## config.mk

```make
export PLATFORM = sky130hd
export DESIGN_NAME = cache_refill_ctrl
export DESIGN_NICKNAME = d
export VERILOG_FILES = /design/src/rtl/cache_refill_ctrl.sv
export SDC_FILE = /design/constraint.sdc
export NUM_CORES = 2
export LEC_CHECK = 0
export ABC_AREA = 1
export BUFFER_PORTS_ARGS = -buffer_cell sky130_fd_sc_hd__buf_4
export CAP_MARGIN = 10
export CORE_AREA = 2 2 502 504
export CTS_CLUSTER_DIAMETER = 200
export DETAILED_ROUTE_END_ITERATION = 12
export DIE_AREA = 0 0 504 506
export SYNTH_ARGS = -nofsm -noshare
export SYNTH_HDL_FRONTEND = slang
export SYNTH_SLANG_ARGS = --single-unit
```

## constraint.sdc

```tcl
create_clock -name clk -period 2.3 [get_ports clk]
set_input_delay 0.115 -clock clk [delete_from_list [all_inputs] [get_ports clk]]
set_output_delay 0.115 -clock clk [all_outputs]
set_load 0.03 [all_outputs]
```

## src/rtl/cache_refill_ctrl.sv

```systemverilog
// Miss engine for the 4-way/128-set/64B-line data cache: victim write-back, line fetch, one-cycle fill.
// Latency: 18 cycles miss-to-fill for a clean victim, 35 for a dirty one, plus any memory stall cycles.
// Backpressure: miss_ready only in IDLE; request/write outputs held until ready; read beats cannot be stalled.
module cache_refill_ctrl #(
  parameter int NUM_WAYS = 4,
  parameter int BEATS    = 16,
  parameter int WAY_W    = $clog2(NUM_WAYS)
) (
  input  logic                  clk,
  input  logic                  rstn,
  input  logic                  miss_valid,
  output logic                  miss_ready,
  input  logic [31:0]           miss_addr,
  input  logic [31:0]           miss_pc,
  input  logic                  victim_dirty,
  input  logic [18:0]           victim_tag,
  input  logic [32*BEATS-1:0]   victim_line,
  output logic [WAY_W-1:0]      fill_way_hint,
  output logic                  mem_req_valid,
  input  logic                  mem_req_ready,
  output logic                  mem_req_write,
  output logic [31:0]           mem_req_addr,
  output logic [31:0]           mem_wdata,
  output logic                  mem_wvalid,
  input  logic                  mem_wready,
  input  logic [31:0]           mem_rdata,
  input  logic                  mem_rvalid,
  output logic                  fill_valid,
  output logic [6:0]            fill_index,
  output logic [18:0]           fill_tag,
  output logic [WAY_W-1:0]      fill_way,
  output logic [32*BEATS-1:0]   fill_line,
  output logic [31:0]           fill_pc
);

  localparam int BEAT_W = $clog2(BEATS);
  localparam logic [BEAT_W-1:0] LAST_BEAT = BEAT_W'(BEATS - 1);
  localparam logic [WAY_W-1:0]  LAST_WAY  = WAY_W'(NUM_WAYS - 1);

  typedef enum logic [2:0] {IDLE, WB_REQ, WB_DATA, RD_REQ, RD_DATA, FILL} state_t;

  state_t                state_q, state_d;
  logic [BEAT_W-1:0]     beat_q;
  logic [WAY_W-1:0]      victim_q;
  logic [WAY_W-1:0]      way_q;
  logic [25:0]           line_addr_q;   // miss_addr[31:6]: tag in [25:7], index in [6:0]
  logic [31:0]           pc_q;
  logic [18:0]           vtag_q;
  logic [32*BEATS-1:0]   vline_q;       // shifts right one beat per accepted write beat
  logic [32*BEATS-33:0]  line_q;        // first BEATS-1 read beats; the last one goes straight to fill_line

  logic unused_addr_bits;
  assign unused_addr_bits = ^miss_addr[5:0];

  logic accept, wbeat, rbeat, last_rbeat;
  assign accept     = (state_q == IDLE) && miss_valid;
  assign wbeat      = (state_q == WB_DATA) && mem_wready;
  assign rbeat      = (state_q == RD_DATA) && mem_rvalid;
  assign last_rbeat = rbeat && (beat_q == LAST_BEAT);

  assign fill_way_hint = victim_q;

  // State register
  always_ff @(posedge clk or negedge rstn) begin
    if (!rstn) state_q <= IDLE;
    else       state_q <= state_d;
  end

  // Next-state and handshake outputs; everything idles at zero except miss_ready
  always_comb begin
    state_d       = state_q;
    miss_ready    = 1'b0;
    mem_req_valid = 1'b0;
    mem_req_write = 1'b0;
    mem_req_addr  = '0;
    mem_wvalid    = 1'b0;
    mem_wdata     = '0;
    fill_valid    = 1'b0;
    case (state_q)
      IDLE: begin
        miss_ready = 1'b1;
        // The dirty flag is only needed for this one decision, made in the accept cycle
        if (miss_valid) state_d = victim_dirty ? WB_REQ : RD_REQ;
      end
      WB_REQ: begin
        mem_req_valid = 1'b1;
        mem_req_write = 1'b1;
        mem_req_addr  = {vtag_q, line_addr_q[6:0], 6'b0};
        if (mem_req_ready) state_d = WB_DATA;
      end
      WB_DATA: begin
        mem_wvalid = 1'b1;
        mem_wdata  = vline_q[31:0];
        if (mem_wready && (beat_q == LAST_BEAT)) state_d = RD_REQ;
      end
      RD_REQ: begin
        mem_req_valid = 1'b1;
        mem_req_addr  = {line_addr_q, 6'b0};
        if (mem_req_ready) state_d = RD_DATA;
      end
      RD_DATA: begin
        if (last_rbeat) state_d = FILL;
      end
      FILL: begin
        fill_valid = 1'b1;
        state_d    = IDLE;
      end
      default: state_d = IDLE;
    endcase
  end

  // Beat counter shared by write-back and read; wraps to 0 on the last beat of each
  always_ff @(posedge clk or negedge rstn) begin
    if (!rstn)              beat_q <= '0;
    else if (wbeat || rbeat) beat_q <= beat_q + 1'b1;
  end

  // Round-robin victim way, advanced only when a fill completes
  always_ff @(posedge clk or negedge rstn) begin
    if (!rstn)                victim_q <= '0;
    else if (state_q == FILL) victim_q <= (victim_q == LAST_WAY) ? '0 : victim_q + 1'b1;
  end

  // Capture the miss context at accept; victim data then drains one beat per write handshake
  always_ff @(posedge clk or negedge rstn) begin
    if (!rstn) begin
      line_addr_q <= '0;
      pc_q        <= '0;
      vtag_q      <= '0;
      way_q       <= '0;
      vline_q     <= '0;
    end else if (accept) begin
      line_addr_q <= miss_addr[31:6];
      pc_q        <= miss_pc;
      vtag_q      <= victim_tag;
      way_q       <= victim_q;
      vline_q     <= victim_line;
    end else if (wbeat) begin
      vline_q     <= {32'b0, vline_q[32*BEATS-1:32]};
    end
  end

  // Read assembly: beats enter at the top and shift down, so beat 0 ends in the low word
  always_ff @(posedge clk or negedge rstn) begin
    if (!rstn)      line_q <= '0;
    else if (rbeat) line_q <= {mem_rdata, line_q[32*BEATS-33:32]};
  end

  // Fill outputs load with the last beat and hold until the next fill
  always_ff @(posedge clk or negedge rstn) begin
    if (!rstn) begin
      fill_index <= '0;
      fill_tag   <= '0;
      fill_way   <= '0;
      fill_line  <= '0;
      fill_pc    <= '0;
    end else if (last_rbeat) begin
      fill_index <= line_addr_q[6:0];
      fill_tag   <= line_addr_q[25:7];
      fill_way   <= way_q;
      fill_line  <= {mem_rdata, line_q};
      fill_pc    <= pc_q;
    end
  end

endmodule

```

==> parameters.txt <==
Parameter                              Value

Min path
  Worst Hold Class ... in -> reg
  Endpoint of the worst hold path ... line_addr_q[17]$_DFFE_PN0N_
  Cell depth of the worst min-delay path ... 4
  Start point of the worst min-delay path ... miss_addr[23]

Power and ir drop
  Worst VDD drop ... 660 uV
  Pleak ... 46.8 nW
  Cell-internal power ... 0.0689 W
  Reported net switching power ... 0.0425 W
  Clock network power share ... 0.273
  Fraction of power spent switching nets ... 0.382
  Combinational power share ... 0.309
  Sequential group share of total power ... 0.418
  Total power consumption of the routed design ... 0.111 W
  Power per Cell Area ... 1170 nW/um2

Synthesis
  Synth warnings ... 0
  Netlist cell types ... 26
  Number of enable-type register cells in the synthesized netlist ... 0
  #FFs+latches synth ... 1652
  Sequential fraction of the synthesis area ... 0.629
  Most frequently used flop master after synthesis ... dfrtp_1
  Summed instance area of the synthesized netlist ... 65700 um2
  Largest area contributor in the synthesized netlist ... dfrtp_1
  Fraction of synthesized cell area taken by the top area cell type ... 0.629
  Synthesized instance count ... 7253
  Cells taking the most area after synthesis ... dfrtp_1 63%, nand2_1 9.1%, o21ai_0 8.6%
  Async set-reset flop share out of synthesis ... 1.00
  Post-Syn Area per Cell ... 9.06 um2

Routing
  Number of search-and-repair iterations in the first detailed-routing pass ... 6
  Post-DRT Antenna Nets ... 0
  Routed wire length per instance ... 22.9 um
  Drt drc ... 0
  Via count ... 60399
  Drt initial violations ... 5835
  Aggregate routed wire length ... 294000 um
  Vias/cell ... 4.72

Global route
  Vias in the first global route ... 59824
  Pin count of the biggest net entering global routing ... 150
  Total routing usage reported by global routing ... 0.222
  Initial antenna violation count ... 118
  First-pass GRT wire length ... 419000 um
  GRT overflow ... 0

STA
  Count of final hold-check violations ... 0
  Ratio of final minimum period to clock period ... 1.07
  Relative max-transition margin ... 0.521
  Max Slew Vio Count ... 0
  Setup Skew ... 0.0620 ns
  Worst Hold Slack ... 0.0817 ns
  RSZ-0062 raised after global routing ... yes
  Post-layout min period ... 2.47 ns
  Worst setup margin ... -0.169 ns
  Setup Viol. Count Final ... 41
  Achievable clock frequency ... 0.405 GHz
  Total negative slack for setup checks ... -4.09 ns
  Slew of the pin with the lowest slew margin ... 0.718 ns

Flow run
  Number of max-cap violations ... 0

Clock network
  CTS tree ... built
  TritonCTS buffer count ... 185
  Clock insertion delay at the later pin of the skew report ... 0.86 ns
  Buffer cell driving the clock tree root ... clkbuf_16
  Total number of clock tree sinks ... 1652
  Maximum root-to-sink buffer count ... 3
  Clock transition at the registers of the reported paths ... 0.06 ns
  Depth of the CTS H-tree ... 4

Placement
  Instance area after placement ... 80400 um2
  Half-perimeter wire length after placement ... 216000 um
  Count of input and output buffers ... 1264
  GP Congestion ... 0.926

Setup path
  RR Endpoint ... vline_q[169]$_DFFE_PN0P_
  Kind of end point of the critical path ... output port
  Critical Path Fanout Max ... 7
  Required time at the endpoint of the critical path ... 2.18 ns
  Nature of the critical path startpoint ... register
  R2R Setup Slk ... 0.02 ns
  Launching point of the worst reg2reg path ... state_q[0]$_DFFE_PN0P_
  Path type of the worst setup path ... reg -> out
  Data arrival at the endpoint of the critical path ... 2.35 ns
  Worst Reg2Reg Path Length in Cells ... 10

Floorplanning
  Placement Rows ... 184
  Initial standard-cell utilization of the core ... 0.263
  Horiz. Die Dim ... 504 um
  I/O pin count ... 1277
  Die height ... 506 um
  Core box area ... 250000 um2
  Full die area ... 255000 um2

Finish
  Layout Cell Area excl Fill ... 95100 um2
  Nets@finish ... 9868
  Most frequent cells in the layout ... 1650 x dfrtp_1, 1595 x nand2_1, 1420 x buf_4
  Final core occ ... 0.380
  Proportion of layout cells with a drive suffix above 1 ... 0.208
  Area grow syn2layout ... 44.7%
  Leading cell type in the layout, fill and taps excluded ... dfrtp_1

Outcome
  Run status ... finished with violations
  Failing checks ... setup timing
## cells in the mapped netlist (2+ instances only)
| master | n |
|---|---|
| dfrtp_1 | 1652 |
| nand2_1 | 1596 |
| o21ai_0 | 1130 |
| nor2_1 | 976 |
| a21oi_1 | 936 |
| inv_1 | 354 |
| clkbuf_1 | 232 |
| buf_2 | 204 |
| buf_4 | 75 |
| nand3_1 | 40 |
| o22ai_1 | 19 |
| o21ai_1 | 11 |
| buf_6 | 5 |
| inv_2 | 4 |
| buf_1 | 2 |
| ha_1 | 2 |
| nand2_2 | 2 |
| nand2_4 | 2 |
| nand4_1 | 2 |
| nor2_4 | 2 |
| xor2_1 | 2 |
## metrics by stage
step / setup slack [ns] / std cells
6_report: -0.169 / 12805
5_1_grt: -0.221 / 12782
4_1_cts: -0.193 / 12725
3_5_place_dp: -0.0320 / 11653
3_3_place_gp: -0.0239 / 11653
2_1_floorplan: 0.419 / 7258
## layer usage
layer / track usage / vias up / routed length, um
met3: 0.0518 / 604 / 20500
li1: - / 27462 / -
met5: 0 / - / 357
met4: 0.106 / 58 / 15400
met1: 0.266 / 29813 / 115000
met2: 0.376 / 2462 / 143000
## worst max-delay path: stages (launching register included)
cell and delay [ns]:
dfrtp_1 0.41, inv_2 0.08, nand2_2 0.06, nor2_4 0.11, buf_8 0.16, clkinvlp_4 0.11, buf_12 0.16, buf_6 0.15
nor2_4 0.12, buf_6 0.15
## cell type report
cell class | instances | area, um2
Sequential cell | 1652 | 41300
Clock buffer | 270 | 5440
Tap cell | 3348 | 4190
Antenna cell | 72 | 180
Clock inverter | 70 | 847
Fill cell | 24762 | 155000
Multi-Input combinational cell | 4730 | 21000
Timing Repair Buffer | 2305 | 20700
Inverter | 358 | 1360
## how the worst max path moves through the flow
stage | startpoint | end | slack (ns) | cells past startpoint
floorplan | state_q[2]$_DFFE_PN0P_ | fill_way_hint[0]$_DFFE_PN0P_ | 0.42 | 4
CTS | state_q[0]$_DFFE_PN0P_ | mem_wdata[19] | -0.19 | 9
global route | state_q[0]$_DFFE_PN0P_ | mem_wdata[1] | -0.22 | 9
finish | state_q[0]$_DFFE_PN0P_ | mem_wdata[1] | -0.17 | 9
detailed placement | state_q[1]$_DFFE_PN0P_ | vline_q[361]$_DFFE_PN0P_ | -0.03 | 8
global placement | state_q[1]$_DFFE_PN0P_ | vline_q[359]$_DFFE_PN0P_ | -0.02 | 8
## state kept, by name, indices dropped and copies added, names as in the netlist
signal	count
line_q	480
vtag_q	19
line_addr_q	26
fill_way_hint	2
fill_index	7
pc_q	32
vline_q	512
fill_tag	19
fill_line	512
way_q	2
fill_pc	32
state_q	3
beat_q	4
fill_way	2
## cell families after synthesis
logic type,after synthesis,share of synthesized area
compound gates,2097,0.160
xor+xnor,3,0.000400
fa+ha+maj,2,0.000381
buf+inv,876,0.0588
flops,1652,0.629
other cells,1,0.0000571
simple gates,2622,0.151
## power by group through the flow
stage	logic, W	clock network, W	registers, W
after floorplan	0.0178	0	0.0442
final	0.0344	0.0304	0.0466
after global routing	0.0381	0.0323	0.0476
after global placement	0.0308	0	0.0469
after CTS	0.0338	0.0311	0.0466
after detailed placement	0.0316	0	0.0471
## repair_timing
item | CTS | global route
resized for setup | 102 | 77
gates cloned | 2 | 4
pin swaps | 4 | 2
hold buffers | 724 | 0
endpoints found under the hold margin | 2099 | 0
buffers inserted | 6 | 5
endpoints found under the setup margin | 64 | 117
Power figures use the tool's default switching activity.
